## config.mk

```make
export PLATFORM = sky130hd
export DESIGN_NAME = game_state_decoder
export DESIGN_NICKNAME = d
export VERILOG_FILES = /design/src/rtl/game_state_decoder.sv
export SDC_FILE = /design/constraint.sdc
export NUM_CORES = 1
export LEC_CHECK = 0
export CAP_MARGIN = 30
export CORE_MARGIN = 2
export CORE_UTILIZATION = 35
export DETAILED_ROUTE_END_ITERATION = 7
export GPL_TIMING_DRIVEN = 0
export PLACE_DENSITY = 0.56
export RECOVER_POWER = 50
export SLEW_MARGIN = 20
export SYNTH_ARGS = -nofsm -noshare
export SYNTH_HDL_FRONTEND = slang
export SYNTH_SLANG_ARGS = --single-unit
```

## constraint.sdc

```tcl
create_clock -name i_clk -period 1.9 [get_ports i_clk]
set_clock_uncertainty 0.1 [all_clocks]
set_input_delay 0.19 -clock i_clk [delete_from_list [all_inputs] [get_ports i_clk]]
set_output_delay 0.19 -clock i_clk [all_outputs]
set_load 0.03 [all_outputs]
```

## src/rtl/game_state_decoder.sv

```systemverilog
// game_state_decoder
//   Consumer side of the game FSM state interface. Registers the 3-bit state
//   code (driven by the FSM on the falling edge) on the rising edge. It then
//   turns that code into per-frame enables and pulses for the object and
//   render modules. Frame pacing comes from the VGA frame tick.
//
// Ports:
//   i_clk            system clock, all logic on posedge
//   i_reset          synchronous active-high reset
//   i_state_code[2:0] FSM state (000 START, 001 PLAYING, 010 PAUSE,
//                    011 RESET, 100 GAMEOVER, 101-111 invalid)
//   i_frame_tick     one-clk pulse per video frame
//   o_cur_state[2:0] last valid state code accepted
//   o_move_en        one-clk pulse: object movement step
//   o_spawn_en       one-clk pulse: spawn new object
//   o_clear_pulse    one-clk pulse on entry into RESET
//   o_pause_blink    pause indicator blink level
//   o_gameover_done  game-over hold elapsed (level)
//   o_code_error     invalid code sampled this cycle
module game_state_decoder #(
  parameter int unsigned SPAWN_FRAMES    = 60,
  parameter int unsigned BLINK_FRAMES    = 30,
  parameter int unsigned GAMEOVER_FRAMES = 120
) (
  input  logic       i_clk,
  input  logic       i_reset,
  input  logic [2:0] i_state_code,
  input  logic       i_frame_tick,
  output logic [2:0] o_cur_state,
  output logic       o_move_en,
  output logic       o_spawn_en,
  output logic       o_clear_pulse,
  output logic       o_pause_blink,
  output logic       o_gameover_done,
  output logic       o_code_error
);

  typedef enum logic [2:0] {
    ST_START    = 3'b000,
    ST_PLAYING  = 3'b001,
    ST_PAUSE    = 3'b010,
    ST_RESET    = 3'b011,
    ST_GAMEOVER = 3'b100
  } state_e;

  localparam int unsigned SW = ($clog2(SPAWN_FRAMES + 1) < 1) ? 1 : $clog2(SPAWN_FRAMES + 1);
  localparam int unsigned BW = ($clog2(BLINK_FRAMES + 1) < 1) ? 1 : $clog2(BLINK_FRAMES + 1);
  localparam int unsigned GW = ($clog2(GAMEOVER_FRAMES + 1) < 1) ? 1 : $clog2(GAMEOVER_FRAMES + 1);

  localparam logic [SW-1:0] SPAWN_LAST = SW'(SPAWN_FRAMES - 1);
  localparam logic [BW-1:0] BLINK_LAST = BW'(BLINK_FRAMES - 1);
  localparam logic [GW-1:0] GO_MAX     = GW'(GAMEOVER_FRAMES);

  state_e        r_cur_state;
  logic          r_move_en;
  logic          r_spawn_en;
  logic          r_clear_pulse;
  logic          r_pause_blink;
  logic          r_gameover_done;
  logic          r_code_error;
  logic [SW-1:0] r_spawn_cnt;
  logic [BW-1:0] r_blink_cnt;
  logic [GW-1:0] r_go_cnt;

  logic          w_valid;
  state_e        w_state;
  state_e        w_cur_state_n;
  logic          w_move_en_n;
  logic          w_spawn_en_n;
  logic          w_clear_pulse_n;
  logic          w_pause_blink_n;
  logic          w_gameover_done_n;
  logic          w_code_error_n;
  logic [SW-1:0] w_spawn_cnt_n;
  logic [BW-1:0] w_blink_cnt_n;
  logic [GW-1:0] w_go_cnt_n;

  assign w_valid = (i_state_code <= 3'b100);
  assign w_state = state_e'(i_state_code);

  // Register stage
  always_ff @(posedge i_clk) begin
    if (i_reset) begin
      r_cur_state     <= ST_RESET;
      r_move_en       <= 1'b0;
      r_spawn_en      <= 1'b0;
      r_clear_pulse   <= 1'b0;
      r_pause_blink   <= 1'b0;
      r_gameover_done <= 1'b0;
      r_code_error    <= 1'b0;
      r_spawn_cnt     <= '0;
      r_blink_cnt     <= '0;
      r_go_cnt        <= '0;
    end else begin
      r_cur_state     <= w_cur_state_n;
      r_move_en       <= w_move_en_n;
      r_spawn_en      <= w_spawn_en_n;
      r_clear_pulse   <= w_clear_pulse_n;
      r_pause_blink   <= w_pause_blink_n;
      r_gameover_done <= w_gameover_done_n;
      r_code_error    <= w_code_error_n;
      r_spawn_cnt     <= w_spawn_cnt_n;
      r_blink_cnt     <= w_blink_cnt_n;
      r_go_cnt        <= w_go_cnt_n;
    end
  end

  // Next-value logic. All decisions use the newly sampled state, so a state
  // change and a frame tick in the same cycle are judged against the new state.
  always_comb begin
    // Invalid code: hold state, counters and levels; drop the pulses.
    w_cur_state_n     = r_cur_state;
    w_move_en_n       = 1'b0;
    w_spawn_en_n      = 1'b0;
    w_clear_pulse_n   = 1'b0;
    w_pause_blink_n   = r_pause_blink;
    w_gameover_done_n = r_gameover_done;
    w_code_error_n    = ~w_valid;
    w_spawn_cnt_n     = r_spawn_cnt;
    w_blink_cnt_n     = r_blink_cnt;
    w_go_cnt_n        = r_go_cnt;

    if (w_valid) begin
      w_cur_state_n   = w_state;
      w_clear_pulse_n = (w_state == ST_RESET) && (r_cur_state != ST_RESET);
      w_move_en_n     = (w_state == ST_PLAYING) && i_frame_tick;

      // Spawn cadence: hold through PAUSE so play resumes mid-count.
      case (w_state)
        ST_PLAYING: begin
          if (i_frame_tick) begin
            if (r_spawn_cnt == SPAWN_LAST) begin
              w_spawn_cnt_n = '0;
              w_spawn_en_n  = 1'b1;
            end else begin
              w_spawn_cnt_n = r_spawn_cnt + SW'(1);
            end
          end
        end
        ST_PAUSE: w_spawn_cnt_n = r_spawn_cnt;
        default:  w_spawn_cnt_n = '0;
      endcase

      // Pause blink: entry wins over a coincident tick so the indicator
      // shows at once and the first half-period is a full one.
      if (w_state == ST_PAUSE) begin
        if (r_cur_state != ST_PAUSE) begin
          w_blink_cnt_n   = '0;
          w_pause_blink_n = 1'b1;
        end else if (i_frame_tick) begin
          if (r_blink_cnt == BLINK_LAST) begin
            w_blink_cnt_n   = '0;
            w_pause_blink_n = ~r_pause_blink;
          end else begin
            w_blink_cnt_n = r_blink_cnt + BW'(1);
          end
        end
      end else begin
        w_blink_cnt_n   = '0;
        w_pause_blink_n = 1'b0;
      end

      // Game-over hold: saturating count, done tracks count == limit.
      if (w_state == ST_GAMEOVER) begin
        if (i_frame_tick && (r_go_cnt < GO_MAX)) begin
          w_go_cnt_n = r_go_cnt + GW'(1);
        end
        w_gameover_done_n = (w_go_cnt_n >= GO_MAX);
      end else begin
        w_go_cnt_n        = '0;
        w_gameover_done_n = 1'b0;
      end
    end
  end

  // Output drive
  always_comb begin
    o_cur_state     = r_cur_state;
    o_move_en       = r_move_en;
    o_spawn_en      = r_spawn_en;
    o_clear_pulse   = r_clear_pulse;
    o_pause_blink   = r_pause_blink;
    o_gameover_done = r_gameover_done;
    o_code_error    = r_code_error;
  end

endmodule
```

After elaboration in Yosys (flattened, before gate mapping)
Cells that the tools add are included.
{ "word_totals": {"ff_bits": 27, "output_inout_bits": 9, "wordCells": 57, "input_bits": 6} }
{ "classes": {"reduce_logical": 8, "n_lt_le_gt_ge": 3, "bitwise": 5, "eq_ne": 11, "addsub": 3, "mux": 17} }
{ "ops": {"columns": ["op", "count"], "rows": [
  ["$mux 7", 4],
  ["$mux 5", 4],
  ["$mux 6", 2],
  ["$pmux 6 s2", 1],
  ["$ne 3x2->1 const B", 3],
  ["$add 7x1->7 const B", 1],
  ["$ge 7x7->1 const B", 1],
  ["$lt 7x7->1 const B", 1],
  ["$add 6x1->6 const B", 1],
  ["$eq 3x2->1 const B", 2],
  ["$eq 6x6->1 const B", 1],
  ["$mux 1", 6],
  ["$reduce_and 3->1", 2],
  ["$add 5x1->5 const B", 1],
  ["$eq 5x5->1 const B", 1],
  ["$not 1->1", 5],
  ["$reduce_or 4->1", 1],
  ["$eq 3x1->1 const B", 1],
  ["$eq 3x3->1 const B", 1],
  ["$le 3x3->1 const B", 1],
  ["$logic_and 1x1->1", 3],
  ["$ne 3x1->1 const B", 1],
  ["$ne 2x2->1 const B", 1],
  ["$reduce_and 2->1", 1],
  ["$reduce_or 2->1", 1]
]} }

Depth between registers and ports, before layout
Gate-level depths: netlist of the first run.
{ "depth": {"ltp_word": 7, "depth_mapped": 6, "ltp_nobuf": 6} }

Worst setup path after synthesis of the first run
No wires, ideal clock.
{ "synth_path": {"path_kind": "reg2reg", "startpoint": "register r_cur_state[1], in the netlist o_cur_state[1]", "endpoint": "register r_blink_cnt[4]", "arrival_ps": 1472, "synth_period_minus_slack_ps": 1700, "path_buffers": 0, "path_stages_with_launch": 5, "t_required_ps": 1672, "slack_ps": 200, "path_cell_list": "dfxtp_1 > or4b_4 > o2111ai_1 > xor2_1 > nor2_1"} }
{ "synth_via": {"elab_chain_len": 3, "elab_cells_between_ends": 5, "cone_classes": "2 x eq/ne; 2 x mux; 1 x reduce/logical"} }
{ "synth_rtl": {"columns": ["item", "line_no", "source"], "rows": [
  ["start, declared", "54", "state_e r_cur_state;"],
  ["start signal, assigned", "95", "r_cur_state <= w_cur_state_n;"],
  ["$ne 3x2->1 *", "147", "if (r_cur_state != ST_PAUSE) begin"],
  ["$ne 3x2->1 (no source line) / $mux 5 (equally long branches)", null, null],
  ["$reduce_and 2->1 (no source line) / $mux 5 (equally long branches)", null, null],
  ["end signal, assigned", "103", "r_blink_cnt <= w_blink_cnt_n;"],
  ["end, declared", "62", "logic [BW-1:0] r_blink_cnt;"]
]} }
Every way passes the cells marked *; elsewhere a longest branch is shown, timed or not.
A chain may end at the register's enable or synchronous reset.

Worst setup path in the final report of the first run
{ "layout_path": {"startpoint": "input i_frame_tick", "endpoint": "register r_spawn_cnt[5]"} }
{ "layout_via": {"elab_chain_len": 2} }
{ "layout_rtl": {"columns": ["item", "line_no", "source"], "rows": [
  ["start, declared", "28", "input logic i_frame_tick,"],
  ["$ne 2x2->1 (no source line)", null, null],
  ["$reduce_and 3->1 (no source line)", null, null],
  ["end signal, assigned", "102", "r_spawn_cnt <= w_spawn_cnt_n;"],
  ["end, declared", "61", "logic [SW-1:0] r_spawn_cnt;"]
]} }
No other way between the ends.

==> metrics.txt, run 1 <==
core region area 3661 µm²; P&R area growth vs syn 17.98%; cell area after synthesis around 1300 µm²; Tmin final around 1800 ps; layout cell share with drive strength beyond 1 9.202%; Synth cell types 43; routability congestion estimate from global placement 0.7950; hold slack 257.4 ps; Post-Synth Adder-Cell Area 3.745%; Synth Area in Compound Gates between 10% and 20%; Final ANT Viol Nets 0; worst setup margin 124.0 ps; main combinational cell family by area after synthesis simple AND/OR/NAND/NOR gates; floorplan die height 65.79 µm; final hold violations 0; clock-pin slew of the registers on the worst-case setup and hold paths 100 ps; Die ar. 4328 µm²; DR pass1 iterations 4; # nets final 174; gr usage total 14.28%; number of port buffers 13; slew of the pin with the lowest slew margin 449.6 ps; drt wl/cell 12.76 µm; routed wire length roughly 2700 µm; grt met3 use 2.215%; Die Wd between 60 and 70 µm; per-instance average area after synthesis just over 9 µm²; Starting Density between 30% and 40%; initial drt markers between 50 and 60; H-tree levels 1; worst path cell trace clkdlybuf4s50_1 -> o21bai_2 -> a21o_1 -> or4_1 -> a21oi_1; Core Util, Final 43.06%; Worst Path Max Fanout 9; Hold/Removal Path Class in -> reg; CP Capture Type flop; total gr overflow 0; crit path launch type input pin; CTS sink cnt 27; Remaining DRCs 0; TritonCTS Buffers 3; VDD IR max 0.2328 mV; GRT Max-Usage Layer met2; Post-Synth Simple-Gate Area 24.53%; top_reg_cell synth dfxtp_1; Setup Slack @ Placement -266.4 ps; initial antenna violation count 0; Req. time, crit path 2020 ps; fraction of registers with async set or reset after synthesis 0%; max incr delay on CP 680 ps; slew margin rel. a little over two thirds; Max Cap Violations 0; Clock Latency Late Sink 270 ps; post-route cell area 1577 µm²; M1 GR Usage 17.78%; total number of vias 1,088; ANT cells 0; fillcell total 367; first-pass GRT wire length 4754 µm; Worst Path Class, Setup in -> reg; status finished clean; Crit-path slowest cell clkdlybuf4s50_1; Post-Place Cell Area approximately 1500 µm²; HPWL after detailed placement 1916 µm; hold_buf cts 0; vias in the first global route 1,087; RSZ-0062 raised after global routing false; # IOs 15; leak pwr 0.5774 nW; CTS tree done; fin. max-slew vios 0; Critical Path AT 1890 ps; fin crit share 93.48%; f_max 563.0 MHz; Syn Inst Count 146; maximum clock path buffer count 2; root buf cell clkbuf_8; endpoints failing setup 0; met2 global-route usage a little under a quarter; XOR/XNOR share of the synthesized area under 10%; largest net degree at the start of global routing 16; number of cell rows 22; sequential area share after synthesis between 40% and 50%; mux share of post-synthesis cell area 1.498%; Net Count, Synth 156; synth warn 0; vias per inst slightly above 5; Seq cells post-synth 27; power per cell area 664.0 nW/µm²; Post-synth EDFFs 0
-- power breakdown --
group | internal, mW | leakage, nW | switching, mW
Sequential | 0.577 | 0.219 | 0.0116
Combinational | 0.0526 | 0.333 | 0.0716
Clock | 0.147 | 0.0255 | 0.186
Total | 0.777 | 0.577 | 0.269
-- logic make-up after synthesis --
| kind of cell | after synthesis |
|---|---|
| AND/OR/NAND/NOR | 59 |
| AO/OA/AOI/OAI | 33 |
| flip-flops | 27 |
| XOR/XNOR | 13 |
| buffers and inverters | 8 |
| adder cells (fa/ha/maj) | 4 |
| multiplexers | 2 |
-- sequential cells by signal, summed over array words and instances (netlist names), 3 cells and up --
signal / flops
r_spawn_cnt: 6
o_cur_state: 3
r_go_cnt: 7
r_blink_cnt: 5
-- layout by cell type (no fill, tap or decap), types with 2 or more instances in the layout --
| master | instances |
|---|---|
| nand4_1 | 3 |
| dfxtp_1 | 27 |
| a41oi_1 | 2 |
| xnor2_1 | 5 |
| a22oi_1 | 2 |
| xor2_1 | 8 |
| o21bai_1 | 3 |
| o31ai_1 | 3 |
| nor2_1 | 22 |
| ha_1 | 4 |
| a21oi_1 | 6 |
| nand3_1 | 4 |
| mux2i_1 | 2 |
| inv_1 | 2 |
| a211oi_1 | 3 |
| and3_1 | 3 |
| clkbuf_8 | 3 |
| clkbuf_1 | 4 |
| nand2_1 | 6 |
| dlygate4sd3_1 | 6 |
| a21o_1 | 2 |
| nand4b_1 | 2 |
| o211ai_1 | 3 |
| nor3b_1 | 3 |
| nand2b_1 | 2 |
| nor2b_1 | 3 |
| clkdlybuf4s50_1 | 7 |
| and2_1 | 3 |
-- cell usage after synthesis, drive strengths merged, types with 2 or more instances --
| library cell | count | area (µm²) |
|---|---|---|
| o21bai | 4 | 33.78 |
| nand4 | 3 | 18.77 |
| nand2b | 2 | 12.51 |
| dfxtp | 27 | 540.5 |
| nand3 | 4 | 20.02 |
| xnor2 | 5 | 43.79 |
| xor2 | 8 | 70.07 |
| a21oi | 6 | 30.03 |
| nor2 | 22 | 82.58 |
| nor3b | 4 | 30.03 |
| inv | 2 | 7.510 |
| a211oi | 4 | 35.03 |
| o211ai | 3 | 22.52 |
| o31ai | 3 | 22.52 |
| a21o | 3 | 23.77 |
| buf | 3 | 21.27 |
| clkbuf | 3 | 11.26 |
| a41oi | 2 | 17.52 |
| nor2b | 3 | 18.77 |
| a22oi | 2 | 15.01 |
| nand4b | 2 | 17.52 |
| and3 | 4 | 26.28 |
| mux2i | 2 | 20.02 |
| ha | 4 | 50.05 |
| o21ai | 2 | 10.00 |
| nand2 | 6 | 22.52 |
| and2 | 3 | 18.77 |
-- critical path, delay by kind of cell --
| family | cells | cell delay (ps) |
|---|---|---|
| buffers and inverters | 1 | 680 |
| AOI/OAI and AO/OA | 3 | 520 |
| and+or+nand+nor | 1 | 500 |
-- layer usage --
layer / share of wire [%] / routed length (µm)
met1: 49 / 1310
met2: 46 / 1237
met3: 3.8 / 103
met4: 1.5 / 41
met5: 0 / 0
-- worst paths after layout --
kind                                 startpoint         endpoint  slack, ps  cells past startpoint
worst max register to register   o_cur_state[2]   r_blink_cnt[3]        260                      4
worst max-delay path               i_frame_tick   r_spawn_cnt[5]        120                      5
worst min register to register  o_gameover_done  o_gameover_done        370                      2
worst min-delay path            i_state_code[0]   r_spawn_cnt[5]        260                      4
-- metrics by stage --
step | cells | total power [mW] | setup TNS [ps]
finish | 211 | 1.047 | 0
global route | 211 | 1.105 | 0
CTS | 211 | 1.063 | 0
detailed placement | 207 | 0.7275 | -2367
global placement | 207 | 0.7267 | -1858
floorplan | 146 | 0.6817 | 0
-- layout make-up --
type                            instances  area, µm²  area share [%]
Timing Repair Buffer                   13      130.1           8.254
Sequential cell                        27      540.5           34.29
Multi-Input combinational cell        111      760.7           48.25
Inverter                                2      7.507          0.4762
Clock inverter                          1      5.005          0.3175
Tap cell                               48      60.06           3.810
Buffer                                  6      31.28           1.984
Clock buffer                            3      41.29           2.619
-- repair_timing --
action / in CTS / in global routing
endpoints found under the setup margin: 0 / 6
setup buffers: 0 / 0
gates resized for setup: 0 / 1
No activity file was read; power rests on OpenSTA's default activity.
==> run 2, diff against run 1 <==
--- a/config.mk
+++ b/config.mk
@@ -12,6 +12,7 @@
 export GPL_TIMING_DRIVEN = 0
 export PLACE_DENSITY = 0.56
 export RECOVER_POWER = 50
+export SETUP_SLACK_MARGIN = 0.02
 export SLEW_MARGIN = 20
 export SYNTH_ARGS = -nofsm -noshare
 export SYNTH_HDL_FRONTEND = slang
==> run 2 against run 1 <==
Against the previous run:
- critical path depth did not move
- sequential share of layout area unchanged
- global-route usage rose by 0.14 points
- core utilization did not move
- cell area stayed put
- fmax decreased by 0.54%
- worst hold slack better by 1.4 ps
- sequential power about the same
==> metrics.txt, run 2 (same netlist as run 1, synthesis figures left out) <==
Clock Latency Late Sink around 270 ps; maximum clock path buffer count 2; # nets final roughly 170; slew of the pin with the lowest slew margin 447.6 ps; TritonCTS Buffers 3; P&R area growth vs syn 17.98%; total gr overflow 0; leak pwr slightly below 0.6 nW; status finished clean; Req. time, crit path 2020 ps; routed wire length 2694 µm; Tmin final 1786 ps; slew margin rel. 70.16%; fin. max-slew vios 0; VDD IR max 0.2328 mV; Top reg by flops r_go_cnt; Critical Path AT about 1900 ps; setup TNS 0 ps; Worst Path Class, Setup in -> reg; commonest non-fill, non-tap cell in the layout dfxtp_1; vias per inst 5.156; most frequent cells in the layout dfxtp_1, nor2_1, xor2_1, clkdlybuf4s50_1; endpoints failing setup 0; max reg flops 7; number of port buffers 13; hold_buf cts 0; Die Wd 65.79 µm; # IOs 15; Starting Density 36.50%; Max Cap Violations 0; CTS tree done; f_max around 560 MHz; Post-Place Cells slightly above 200; routability congestion estimate from global placement just under 0.8; drt wl/cell 12.77 µm; initial drt markers 48; layout cell share with drive strength beyond 1 9.202%; H-tree levels 1; total number of vias 1,088; max incr delay on CP 690 ps; R2R setup slack 260 ps; Final ANT Viol Nets 0; final hold violations 0; worst path cell trace clkdlybuf4s50_1 -> o21bai_2 -> a21o_1 -> or4_1 -> a21oi_1; CTS sink cnt 27; RSZ-0062 raised after global routing false; gr usage total around 14%; core region area 3661 µm²; Final Non-Filler Cells 211; Crit-path slowest cell clkdlybuf4s50_1; first-pass GRT wire length 4816 µm; ANT cells 0; biggest regs r_go_cnt (7), r_spawn_cnt (6), r_blink_cnt (5); largest net degree at the start of global routing 16; Post-CTS Setup Bufs 0; Worst Path Max Fanout 9; DR pass1 iterations 4; clock-pin slew of the registers on the worst-case setup and hold paths 100 ps; HPWL after detailed placement between 1500 and 2000 µm; floorplan die height ~66 µm; Hold/Removal Path Class in -> reg; vias in the first global route 1,091; initial antenna violation count 0; fin crit share 93.98%; Remaining DRCs 0; number of cell rows 22; power per cell area 663.6 nW/µm²; Die ar. 4328 µm²; crit path launch type input pin; root buf cell clkbuf_8; CP Capture Type flop
-- run 2: layout make-up --
cell class / instances / area (µm²)
buffer: 6 / 31.28
clock buffer: 3 / 41.29
clock inverter: 1 / 5.005
fill: 367 / 2085
inverter: 2 / 7.507
multi-input combinational: 111 / 760.7
sequential: 27 / 540.5
tap: 48 / 60.06
timing repair buffer: 13 / 130.1
-- run 2: power breakdown --
group,leakage [nW],internal (mW),switching [mW],total [mW]
clock,0.0255,0.147,0.186,0.333
sequential,0.219,0.577,0.0115,0.589
combinational,0.333,0.0526,0.0717,0.124
total,0.577,0.777,0.269,1.05
-- run 2: repair_timing --
item                       4_1_cts  5_1_grt
setup endpoints to repair        1        1
gates resized for setup          1        2
gates cloned                     0        0
pin swaps                        0        0
-- run 2: final timing paths --
check             startpoint         endpoint  cells past startpoint
max             i_frame_tick   r_spawn_cnt[5]                      5
min          i_state_code[0]   r_spawn_cnt[5]                      4
max reg2reg   o_cur_state[2]   r_blink_cnt[3]                      4
min reg2reg  o_gameover_done  o_gameover_done                      2
-- run 2: critical path: cells and delay by family --
family,cells,cell delay (ps)
buffers and inverters,1,690
AND/OR/NAND/NOR,1,500
AO/OA/AOI/OAI,3,520
-- run 2: routing by layer --
metal  part of all wire, %  vias to the layer above  GRT usage (%)  wire [µm]
met3                   3.8                        4          2.726        103
met5                     0                        -              0          0
met2                    46                       17          23.86       1237
li1                      -                      559              -          -
met4                   1.5                        0          7.292         41
met1                    49                      508          17.78       1312
-- run 2: metrics by stage --
stage / power, mW / setup WS (ps) / cell area [µm²] / hold slack (ps) / utilization (%)
after floorplan: 0.6817 / 200.2 / 1336 / 162.4 / -
after global placement: 0.7267 / -213.5 / 1526 / 360.6 / 41.70
after detailed placement: 0.7275 / -266.4 / 1526 / 364.1 / 41.70
after CTS: 1.063 / 127.7 / 1578 / 252.5 / 43.10
after global routing: 1.105 / 16.94 / 1577 / 273.8 / 43.06
final: 1.046 / 114.4 / 1577 / 258.9 / 43.06
==> run 3, diff against run 2 <==
==> constraint.sdc (replaced) <==
create_clock -name i_clk -period 2.3 [get_ports i_clk]
set_clock_uncertainty 0.1 [all_clocks]
set_input_delay 0.23 -clock i_clk [delete_from_list [all_inputs] [get_ports i_clk]]
set_output_delay 0.23 -clock i_clk [all_outputs]
set_load 0.03 [all_outputs]
==> run 3 against run 2 <==
Against the previous run:
- clock power decreased by 17%
- sequential share of layout area up 0.11 points
- combinational power shrank 19%
- largest power group unchanged
- highest routed layer unchanged
==> metrics.txt, run 3 (same netlist as run 1, synthesis figures left out) <==
status finished clean; f_max 513.0 MHz; R2R setup slack 660 ps; total gr overflow 0; Starting Density 36.50%; drt wl/cell about 13 µm; DR pass1 iterations 4; number of port buffers 13; crit path launch type input pin; most frequent cells in the layout dfxtp_1, nor2_1, xor2_1, dlygate4sd3_1; fillcell total 366; Remaining DRCs 0; reg2reg path depth 4; Reg-to-Reg End r_blink_cnt[3]; final hold violations 0; Crit-path slowest cell nor3b_1; P&R area growth vs syn 17.60%; routability congestion estimate from global placement 0.7950; initial antenna violation count 0; endpoints failing setup 0; # IOs 15; ANT cells 0; clock-pin slew of the registers on the worst-case setup and hold paths 100 ps; routed wire length 2669 µm; CTS tree done; # nets final 174; Final ANT Viol Nets 0; Die ar. 4328 µm²; maximum clock path buffer count 2; launch point of the worst reg-to-reg path o_cur_state[2]; Tmin final 1949 ps; initial drt markers 32; worst path cell trace clkdlybuf4s50_1 -> clkbuf_1 -> nor3b_1 -> nand2_1 -> xor2_1 -> nor2_1; Post-CTS Setup Bufs 0; slew margin rel. between 50 and 60%; cells resized by post-CTS repair 0; Req. time, crit path roughly 2400 ps; VDD IR max ~0.19 mV; Clock Latency Late Sink 280 ps; max incr delay on CP between 600 and 700 ps; CTS sink cnt 27; vias in the first global route between 1,000 and 1,500; Power, Total 0.8647 mW; hold slack 288.4 ps; slew of the pin with the lowest slew margin between 600 and 700 ps; RSZ-0062 raised after global routing false; CP Capture Type flop; fin crit share 84.75%; hold_buf cts 0; cell count of the worst hold path 4; first-pass GRT wire length 4754 µm; layout cell share with drive strength beyond 1 8.589%; total number of vias 1,091; power per cell area 550.2 nW/µm²; vias per inst 5.171; hold path startpoint i_state_code[0]; Max Cap Violations 0; TritonCTS Buffers 3; Hold/Removal Path Class in -> reg; setup TNS 0 ps; commonest non-fill, non-tap cell in the layout dfxtp_1; Worst Path Max Fanout 10; fin. max-slew vios 0; H-tree levels 1; max reg flops 7; floorplan die height 65.79 µm; HPWL after detailed placement ~1900 µm; Die Wd roughly 66 µm; gr usage total 14.28%; leak pwr just under 0.6 nW; root buf cell clkbuf_8; biggest regs r_go_cnt (7), r_spawn_cnt (6), r_blink_cnt (5); largest net degree at the start of global routing 16; Worst Path Class, Setup in -> reg; number of cell rows 22; Top reg by flops r_go_cnt; core region area between 3000 and 4000 µm²; Critical Path AT 2010 ps; Worst Hold Path EP r_spawn_cnt[5]
[run 3: changes by cell type in the layout (fill, tap and decap cells not counted)]
cell,before,now
nor3b_1,3,4
clkdlybuf4s50_1,7,5
nor3b_2,1,0
dlygate4sd3_1,6,8
[run 3: critical path: cells and delay by family]
family | cells | cell delay [ps]
xor+xnor | 1 | 190
buf+inv | 2 | 690
simple gates | 3 | 890
[run 3: cell type report]
class / instances / area [µm²] / share of cell area, %
clock inverter: 1 / 5.005 / 0.3185
inverter: 2 / 7.507 / 0.4777
multi-input combinational: 111 / 755.7 / 48.09
buffer: 6 / 31.28 / 1.990
clock buffer: 3 / 41.29 / 2.627
tap: 48 / 60.06 / 3.822
sequential: 27 / 540.5 / 34.39
timing repair buffer: 13 / 130.1 / 8.280
[run 3: how the worst max path moves through the flow]
stage / startpoint / end / cells after the start
2_1_floorplan: o_cur_state[1] / r_blink_cnt[4] / 4
3_3_place_gp: i_frame_tick / r_go_cnt[1] / 5
3_5_place_dp: i_frame_tick / r_go_cnt[0] / 5
4_1_cts: i_frame_tick / r_go_cnt[0] / 5
5_1_grt: i_state_code[1] / r_go_cnt[3] / 6
6_report: i_state_code[1] / r_go_cnt[0] / 6
[run 3: layer usage]
layer  up-vias  GRT usage, %  routed length (µm)
met4         0         7.031                  52
met3         5         2.215                  79
li1        557             -                   -
met5         -             0                   0
met2        14         23.86                1229
met1       515         17.78                1307
[run 3: power breakdown]
group          internal [mW]  total (mW)  switching [mW]  leakage (nW)
combinational         0.0424       0.101          0.0585         0.334
sequential             0.477       0.486         0.00928         0.219
clock                  0.122       0.277           0.156        0.0255
total                  0.641       0.865           0.223         0.578
[run 3: through the flow]
step / utilization (%) / cell area [µm²] / std cells / setup WS (ps)
final: 42.93 / 1572 / 211 / 350.7
after floorplan: - / 1336 / 146 / 600.2
after global placement: 41.70 / 1526 / 207 / 146.5
after global routing: 42.93 / 1572 / 211 / 131.7
after detailed placement: 41.70 / 1526 / 207 / 93.55
after CTS: 42.96 / 1573 / 211 / 375.4
